==> src/rtl/motor_pkg.sv <==
// Shared types, request decode and default parameters for the motor PWM
// H-bridge driver.
package motor_pkg;
  localparam int PWM_BITS_DEF    = 8;
  localparam int DEAD_CYCLES_DEF = 16;
  localparam int RAMP_STEP_DEF   = 32;
  localparam int DEAD_CNT_BITS   = 8;

  typedef enum logic [1:0] {OFF, RUN_FWD, RUN_REV, DEAD} chan_state_e;
  typedef enum logic [1:0] {STOP, FWD, REV} req_e;

  // Both directions at once is not a legal request and is treated as STOP.
  function automatic req_e decode_req(input logic fwd, input logic rev);
    if (fwd && !rev) return FWD;
    if (rev && !fwd) return REV;
    return STOP;
  endfunction
endpackage

==> src/rtl/motor_pwm_driver_if.sv <==
// Command/drive bundle between the navigation logic and the H-bridge driver.
interface motor_pwm_driver_if
  import motor_pkg::*;
#(
  parameter int PWM_BITS = PWM_BITS_DEF
);
  logic                cmd_a_fwd;
  logic                cmd_a_rev;
  logic                cmd_b_fwd;
  logic                cmd_b_rev;
  logic [PWM_BITS-1:0] duty_max;
  logic                out_a_fwd;
  logic                out_a_rev;
  logic                out_b_fwd;
  logic                out_b_rev;
  logic                busy_a;
  logic                busy_b;
  logic                fault;

  modport master (
    output cmd_a_fwd, cmd_a_rev, cmd_b_fwd, cmd_b_rev, duty_max,
    input  out_a_fwd, out_a_rev, out_b_fwd, out_b_rev, busy_a, busy_b, fault
  );

  modport slave (
    input  cmd_a_fwd, cmd_a_rev, cmd_b_fwd, cmd_b_rev, duty_max,
    output out_a_fwd, out_a_rev, out_b_fwd, out_b_rev, busy_a, busy_b, fault
  );
endinterface

==> src/rtl/hbridge_channel.sv <==
// One H-bridge channel: command decode, direction FSM with dead time,
// soft-start duty ramp and registered gate drives.
//
//   state   | meaning
//   OFF     | bridge idle, both legs low
//   RUN_FWD | forward leg PWM-driven, reverse leg low
//   RUN_REV | reverse leg PWM-driven, forward leg low
//   DEAD    | both legs low for DEAD_CYCLES before any new direction
module hbridge_channel
  import motor_pkg::*;
#(
  parameter int PWM_BITS    = PWM_BITS_DEF,
  parameter int DEAD_CYCLES = DEAD_CYCLES_DEF,
  parameter int RAMP_STEP   = RAMP_STEP_DEF
) (
  input  logic                clk,
  input  logic                reset,
  input  logic                cmd_fwd,
  input  logic                cmd_rev,
  input  logic [PWM_BITS-1:0] duty_max,
  input  logic [PWM_BITS-1:0] cnt_next,
  input  logic                wrap,
  output logic                out_fwd,
  output logic                out_rev,
  output logic                busy,
  output logic                illegal
);
  chan_state_e              state_q, state_d;
  logic [DEAD_CNT_BITS-1:0] dead_cnt_q, dead_cnt_d;
  logic [PWM_BITS-1:0]      duty_q, duty_d;
  logic                     out_fwd_q, out_fwd_d;
  logic                     out_rev_q, out_rev_d;
  logic [PWM_BITS:0]        ramp_sum;
  req_e                     req;

  assign req      = decode_req(cmd_fwd, cmd_rev);
  assign illegal  = cmd_fwd & cmd_rev;
  assign ramp_sum = {1'b0, duty_q} + (PWM_BITS+1)'(RAMP_STEP);

  always_ff @(posedge clk) begin
    if (reset) begin
      state_q    <= OFF;
      dead_cnt_q <= '0;
      duty_q     <= '0;
      out_fwd_q  <= 1'b0;
      out_rev_q  <= 1'b0;
    end else begin
      state_q    <= state_d;
      dead_cnt_q <= dead_cnt_d;
      duty_q     <= duty_d;
      out_fwd_q  <= out_fwd_d;
      out_rev_q  <= out_rev_d;
    end
  end

  always_comb begin
    state_d    = state_q;
    dead_cnt_d = dead_cnt_q;
    duty_d     = duty_q;
    unique case (state_q)
      OFF: begin
        if (req == FWD) begin
          state_d = RUN_FWD;
          duty_d  = '0;
        end else if (req == REV) begin
          state_d = RUN_REV;
          duty_d  = '0;
        end
      end
      RUN_FWD, RUN_REV: begin
        if ((state_q == RUN_FWD && req == FWD) || (state_q == RUN_REV && req == REV)) begin
          // Saturating ramp also pulls duty down when duty_max is lowered.
          if (wrap) begin
            duty_d = (ramp_sum > {1'b0, duty_max}) ? duty_max : ramp_sum[PWM_BITS-1:0];
          end
        end else begin
          state_d    = DEAD;
          dead_cnt_d = DEAD_CNT_BITS'(DEAD_CYCLES - 1);
        end
      end
      DEAD: begin
        if (dead_cnt_q == '0) begin
          duty_d = '0;
          if (req == FWD)      state_d = RUN_FWD;
          else if (req == REV) state_d = RUN_REV;
          else                 state_d = OFF;
        end else begin
          dead_cnt_d = dead_cnt_q - DEAD_CNT_BITS'(1);
        end
      end
      default: state_d = OFF;
    endcase
    // Drives are computed from the next state and next count so the
    // registered legs line up with the state they belong to.
    out_fwd_d = (state_d == RUN_FWD) && (cnt_next < duty_d);
    out_rev_d = (state_d == RUN_REV) && (cnt_next < duty_d);
  end

  assign out_fwd = out_fwd_q;
  assign out_rev = out_rev_q;
  assign busy    = (state_q == DEAD);
endmodule

==> src/rtl/motor_pwm_driver.sv <==
// Two-channel motor PWM driver: shared PWM counter and sticky fault flag
// around two independent H-bridge channels.
module motor_pwm_driver
  import motor_pkg::*;
#(
  parameter int PWM_BITS    = PWM_BITS_DEF,
  parameter int DEAD_CYCLES = DEAD_CYCLES_DEF,
  parameter int RAMP_STEP   = RAMP_STEP_DEF
) (
  input  logic                     clk,
  input  logic                     reset,
  motor_pwm_driver_if.slave        bus
);
  logic [PWM_BITS-1:0] cnt_q, cnt_d;
  logic                fault_q, fault_d;
  logic                wrap;
  logic                illegal_a, illegal_b;

  assign wrap = (cnt_q == '1);

  always_comb begin
    cnt_d   = cnt_q + PWM_BITS'(1);
    fault_d = fault_q | illegal_a | illegal_b;
  end

  always_ff @(posedge clk) begin
    if (reset) begin
      cnt_q   <= '0;
      fault_q <= 1'b0;
    end else begin
      cnt_q   <= cnt_d;
      fault_q <= fault_d;
    end
  end

  hbridge_channel #(
    .PWM_BITS(PWM_BITS), .DEAD_CYCLES(DEAD_CYCLES), .RAMP_STEP(RAMP_STEP)
  ) u_chan_a (
    .clk(clk), .reset(reset),
    .cmd_fwd(bus.cmd_a_fwd), .cmd_rev(bus.cmd_a_rev),
    .duty_max(bus.duty_max), .cnt_next(cnt_d), .wrap(wrap),
    .out_fwd(bus.out_a_fwd), .out_rev(bus.out_a_rev),
    .busy(bus.busy_a), .illegal(illegal_a)
  );

  hbridge_channel #(
    .PWM_BITS(PWM_BITS), .DEAD_CYCLES(DEAD_CYCLES), .RAMP_STEP(RAMP_STEP)
  ) u_chan_b (
    .clk(clk), .reset(reset),
    .cmd_fwd(bus.cmd_b_fwd), .cmd_rev(bus.cmd_b_rev),
    .duty_max(bus.duty_max), .cnt_next(cnt_d), .wrap(wrap),
    .out_fwd(bus.out_b_fwd), .out_rev(bus.out_b_rev),
    .busy(bus.busy_b), .illegal(illegal_b)
  );

  assign bus.fault = fault_q;
endmodule

==> src/flat_wrapper.sv <==
// flat-port wrapper written by rule: the top's interface ports become plain ports
module motor_pwm_driver_flat import motor_pkg::*;
#(
  parameter int PWM_BITS    = PWM_BITS_DEF,
  parameter int DEAD_CYCLES = DEAD_CYCLES_DEF,
  parameter int RAMP_STEP   = RAMP_STEP_DEF
)
  (clk, reset, bus_cmd_a_fwd, bus_cmd_a_rev, bus_cmd_b_fwd, bus_cmd_b_rev, bus_duty_max, bus_out_a_fwd, bus_out_a_rev, bus_out_b_fwd, bus_out_b_rev, bus_busy_a, bus_busy_b, bus_fault);
  motor_pwm_driver_if #(.PWM_BITS(PWM_BITS)) bus_i ();
  input  logic clk;
  input  logic reset;
  input wire logic [$bits(bus_i.cmd_a_fwd)-1:0] bus_cmd_a_fwd;
  input wire logic [$bits(bus_i.cmd_a_rev)-1:0] bus_cmd_a_rev;
  input wire logic [$bits(bus_i.cmd_b_fwd)-1:0] bus_cmd_b_fwd;
  input wire logic [$bits(bus_i.cmd_b_rev)-1:0] bus_cmd_b_rev;
  input wire logic [$bits(bus_i.duty_max)-1:0] bus_duty_max;
  output wire logic [$bits(bus_i.out_a_fwd)-1:0] bus_out_a_fwd;
  output wire logic [$bits(bus_i.out_a_rev)-1:0] bus_out_a_rev;
  output wire logic [$bits(bus_i.out_b_fwd)-1:0] bus_out_b_fwd;
  output wire logic [$bits(bus_i.out_b_rev)-1:0] bus_out_b_rev;
  output wire logic [$bits(bus_i.busy_a)-1:0] bus_busy_a;
  output wire logic [$bits(bus_i.busy_b)-1:0] bus_busy_b;
  output wire logic [$bits(bus_i.fault)-1:0] bus_fault;
  assign bus_i.cmd_a_fwd = bus_cmd_a_fwd;
  assign bus_i.cmd_a_rev = bus_cmd_a_rev;
  assign bus_i.cmd_b_fwd = bus_cmd_b_fwd;
  assign bus_i.cmd_b_rev = bus_cmd_b_rev;
  assign bus_i.duty_max = bus_duty_max;
  assign bus_out_a_fwd = bus_i.out_a_fwd;
  assign bus_out_a_rev = bus_i.out_a_rev;
  assign bus_out_b_fwd = bus_i.out_b_fwd;
  assign bus_out_b_rev = bus_i.out_b_rev;
  assign bus_busy_a = bus_i.busy_a;
  assign bus_busy_b = bus_i.busy_b;
  assign bus_fault = bus_i.fault;
  motor_pwm_driver #(.PWM_BITS(PWM_BITS), .DEAD_CYCLES(DEAD_CYCLES), .RAMP_STEP(RAMP_STEP)) u_core (.clk(clk), .reset(reset), .bus(bus_i));
endmodule
==> config.mk <==
export PLATFORM = sky130hd
export DESIGN_NAME = motor_pwm_driver_flat
export DESIGN_NICKNAME = d
export VERILOG_FILES = /design/src/rtl/motor_pkg.sv /design/src/rtl/motor_pwm_driver_if.sv /design/src/rtl/hbridge_channel.sv /design/src/rtl/motor_pwm_driver.sv /design/src/flat_wrapper.sv
export SDC_FILE = /design/constraint.sdc
export NUM_CORES = 1
export LEC_CHECK = 0
export ABC_CLOCK_PERIOD_IN_PS = 3700
export CORE_MARGIN = 4
export CORE_UTILIZATION = 55
export DETAILED_ROUTE_END_ITERATION = 8
export PLACE_DENSITY = 0.79
export SLEW_MARGIN = 5
export SYNTH_ARGS = -nofsm -noshare
export SYNTH_HDL_FRONTEND = slang
export SYNTH_SLANG_ARGS = --single-unit
==> constraint.sdc <==
create_clock -name clk -period 3.7 [get_ports clk]
set_clock_uncertainty 0.1 [all_clocks]
set_input_delay 0.555 -clock clk [delete_from_list [all_inputs] [get_ports clk]]
set_output_delay 0.555 -clock clk [all_outputs]
set_load 0.005 [all_outputs]
==> metrics.md <==
| Metric | Value |
|---|---|
| Starting density of the core | `57.6%` |
| Count of input and output buffers | `20` |
| Vertical extent of the die | `90.3 um` |
| Wire length of the first global-routing pass | `18.6 mm` |
| Clock sink count | `49` |
| Share of async-settable or async-resettable flops after synthesis | `0%` |
| Fraction of the mapped netlist area in adder cells | `14.5%` |
| Maximum Capacitance Violations | `0` |
| Period Utilization, post-route | `106%` |
| Drt total wl | `12.5 mm` |
| Antenna-violating nets left | `0` |
| Total of flip-flops plus latches after synthesis | `49` |
| Worst-case reg-to-reg path depth | `16` |
| Area share of the leading cell type in the synthesized netlist | `26.4%` |
| DR pass1 iterations | `5` |
| Compound-cell area share of the yosys netlist | `23.7%` |
| Crit. End Element | `flip-flop` |
| Worst-path fanout max | `5` |
| Transition time at the pin with the least slew margin | `0.824 ns` |
| Number of standard-cell rows in the floorplan | `29` |
| Level count of the clock H-tree | `2` |
| Number of antenna violations at the first check in global routing | `0` |
| Number of buffers on the longest clock path | `2` |
| Die Span X | `90.3 um` |
| Count of final hold-check violations | `0` |
| Vias per Instance | `6.63` |
| Worst Hold Depth | `2` |
| Leakage | `2.03 nW` |
| Pin count of the biggest net entering global routing | `43` |
| Worst slew margin | `45.1%` |
| Remaining DRCs | `0` |
| Synthesized cell area | `0.00372 mm2` |
| Number of max-slew violations in the final report | `0` |
| Syn Area/Cell | `8.32 um2` |
| Post-detailed-route wirelength per cell | `20.3 um` |
| Syn. warnings | `0` |
| Main synth FF type | `sky130_fd_sc_hd__dfxtp_1` |
| Routed via count | `4071` |
| Hold-fix buffers at CTS | `0` |
| Classification of the worst setup path | `in -> reg` |
| Area contributors post-synth | `sky130_fd_sc_hd__dfxtp_1 26%, sky130_fd_sc_hd__ha_1 14%, sky130_fd_sc_hd__nor2_1 4.3%` |
| End of the worst register-to-register path | `u_core.u_chan_b.out_fwd` |
| Post-synth cell types | `64` |
| Sequential-to-total area share from yosys stat | `26.4%` |
| Layout cell share with drive strength beyond 1 | `32.4%` |
| Number of enable-type register cells in the synthesized netlist | `0` |
| Setup slack, reg-to-reg | `-0.14 ns` |
| Kind of start point of the critical path | `primary input` |
| Global placer's final weighted congestion | `0.954` |
| Simple-gate share of the synthesized area | `26.1%` |
| Num ports | `21` |
| Power per cell area | `472 mW/mm2` |
| Antenna cell count | `0` |
| Cell at the root of the clock tree | `sky130_fd_sc_hd__clkbuf_8` |
| Final Net Count | `593` |
| Required time of the worst setup path | `3.78 ns` |
| Total CTS buffers | `5` |
| Failing checks | `setup timing` |
| Via count of the first global-routing pass | `3935` |
| Setup TNS | `-0.411 ns` |
| Main combinational cell family by area after synthesis | `simple AND/OR/NAND/NOR gates` |
| All-layer global routing usage | `27.5%` |
| DRT iter0 DRCs | `394` |
| GRT Residual Overflow | `0` |
| Fill count | `385` |
| Synthesized-area fraction occupied by xor and xnor cells | `4.47%` |
| Placed wire-length estimate after detailed placement | `7.41 mm` |
| CORE AREA | `0.00646 mm2` |
| TritonCTS clock tree | `built` |
| Startpoint of the most critical hold path | `u_core.bus.fault` |
| Hold Path Sink | `u_core.bus.fault` |
| Status | `complete, but fails checks` |
| Setup ws final | `-0.208 ns` |
| Multiplexer area fraction after synthesis | `0.538%` |
| HP Class | `reg -> reg` |
| Worst setup slack before clock tree synthesis | `-0.663 ns` |
| Clock-pin slew of the registers on the worst-case setup and hold paths | `0.09 ns` |
| Count of endpoints failing setup in the final report | `3` |
| Instance count of the mapped netlist | `447` |
| Final period demand of the worst path | `3.91 ns` |
| Worst IR Drop VDD | `0.000391 V` |
| DIE AREA | `0.00815 mm2` |
| Max Clock Freq | `0.256 GHz` |
| Area added between synthesis and finish | `39.4%` |
| Area leader, netlist | `sky130_fd_sc_hd__dfxtp_1` |
| Worst-Skew Late Latency | `0.31 ns` |
| Arrival time at the worst endpoint | `3.99 ns` |
| Worst R2R Start | `u_core.u_chan_b.duty_q[5]` |
| Post-synth net total | `504` |
[routing by layer]
| metal | wire length (um) | share of wire, % | GRT usage [%] | up-vias |
|---|---|---|---|---|
| met2 | 5960 | 48 | 47.7 | 245 |
| met3 | 860 | 6.9 | 4.25 | 68 |
| li1 | - | - | - | 1838 |
| met4 | 750 | 6.0 | 15.3 | 0 |
| met5 | 0 | 0 | 0 | - |
| met1 | 4910 | 39 | 32.3 | 1920 |
[stage by stage]
step | instance area, um2 | power [mW] | instances | util [%] | hold WS, ns
finish | 5190 | 2.45 | 614 | 80.3 | 0.396
detailed placement | 4340 | 1.79 | 581 | 67.2 | 0.383
global placement | 4340 | 1.73 | 581 | 67.2 | 0.362
CTS | 4910 | 2.31 | 608 | 76.1 | 0.401
global route | 5190 | 2.60 | 614 | 80.3 | 0.423
floorplan | 3720 | 1.51 | 447 | - | 0.348
[cells in the final DEF (no fill, tap or decap), drive strengths merged, types with 4 or more instances in the layout]
cell / count
a2111oi: 6
a211oi: 18
a21o: 9
a21oi: 26
a311oi: 6
a31o: 4
a31oi: 5
a32o: 4
and2: 9
and3: 7
buf: 76
clkbuf: 5
clkdlybuf4s50: 12
dfxtp: 49
dlygate4sd2: 5
ha: 43
inv: 27
nand2: 36
nand2b: 8
nand3: 18
nand3b: 4
nand4: 20
nor2: 43
nor2b: 7
nor3: 9
nor4: 4
o21ai: 14
xnor2: 8
xor2: 11
[kinds of logic after synthesis]
family / Yosys count
muxes: 2
xor gates and xnor gates: 19
and+or+nand+nor: 180
buffers and inverters: 41
DFF: 49
adders and majority gates: 43
AOI/OAI and AO/OA: 113
[final cells by class]
| class | count | area (um2) | area share (%) |
|---|---|---|---|
| clock inverter | 3 | 65.1 | 1.25 |
| sequential | 49 | 986 | 19.0 |
| inverter | 27 | 101 | 1.95 |
| multi-input combinational | 357 | 3090 | 59.6 |
| tap | 77 | 96.3 | 1.86 |
| clock buffer | 5 | 68.8 | 1.33 |
| timing repair buffer | 96 | 776 | 15.0 |
[worst max-delay path, stage by stage]
cell	delay, ns
sky130_fd_sc_hd__clkdlybuf4s15_1	0.23
sky130_fd_sc_hd__inv_2	0.07
sky130_fd_sc_hd__buf_4	0.14
sky130_fd_sc_hd__ha_4	0.22
sky130_fd_sc_hd__a21o_1	0.19
sky130_fd_sc_hd__a21oi_2	0.16
sky130_fd_sc_hd__buf_6	0.17
sky130_fd_sc_hd__a31oi_4	0.13
sky130_fd_sc_hd__a21boi_1	0.34
sky130_fd_sc_hd__o21ai_1	0.16
sky130_fd_sc_hd__and2_1	0.23
sky130_fd_sc_hd__ha_1	0.32
sky130_fd_sc_hd__nand4_1	0.15
sky130_fd_sc_hd__a211oi_2	0.24
sky130_fd_sc_hd__nor2_1	0.08
sky130_fd_sc_hd__or2_4	0.26
sky130_fd_sc_hd__a311oi_4	0.24
sky130_fd_sc_hd__nor4b_2	0.09
[Yosys cell counts (all sizes together) (5+ instances only)]
| library cell | count |
|---|---|
| inv | 27 |
| a21oi | 26 |
| clkbuf | 9 |
| nor3 | 9 |
| ha | 43 |
| xor2 | 11 |
| nand2b | 8 |
| a31oi | 5 |
| a211oi | 18 |
| a2111oi | 6 |
| and3 | 7 |
| xnor2 | 8 |
| a311oi | 6 |
| and2 | 9 |
| buf | 5 |
| nand4 | 20 |
| a21o | 9 |
| dfxtp | 49 |
| nor2b | 7 |
| nand2 | 36 |
| o21ai | 14 |
| nand3 | 18 |
| nor2 | 43 |
[worst max path at each step]
stage	startpoint	endpoint	slack [ns]
6_report	bus_duty_max[6]	u_core.u_chan_b.out_fwd	-0.21
2_1_floorplan	u_core.u_chan_a.duty_q[5]	u_core.u_chan_a.out_rev	0.17
4_1_cts	u_core.u_chan_a.duty_q[6]	u_core.u_chan_a.out_rev	0.03
3_5_place_dp	bus_duty_max[6]	u_core.u_chan_b.out_fwd	-0.66
5_1_grt	bus_duty_max[6]	u_core.u_chan_b.out_fwd	-0.22
3_3_place_gp	bus_duty_max[6]	u_core.u_chan_b.out_rev	-0.57
[power by group]
part           switching, mW  internal, mW
Sequential             0.119         0.628
Combinational          0.692         0.549
Clock                  0.189         0.269
[sequential cells by signal (all words and copies together) (netlist names)]
signal                      flops
u_core.u_chan_b.duty_q          8
u_core.u_chan_a.state_q         2
u_core.bus.fault                1
u_core.u_chan_b.dead_cnt_q      8
u_core.u_chan_a.dead_cnt_q      8
u_core.u_chan_b.out_fwd         1
u_core.cnt_q                    8
u_core.u_chan_a.out_fwd         1
u_core.u_chan_b.state_q         2
u_core.u_chan_a.duty_q          8
u_core.u_chan_a.out_rev         1
u_core.u_chan_b.out_rev         1
[timing repair]
action,4_1_cts,5_1_grt
setup endpoints to repair,4,5
resized for setup,66,39
buffers inserted,19,9
cloned,0,0
endpoints found under the hold margin,0,0
pin swaps,24,34
Power figures use the tool's default switching activity.
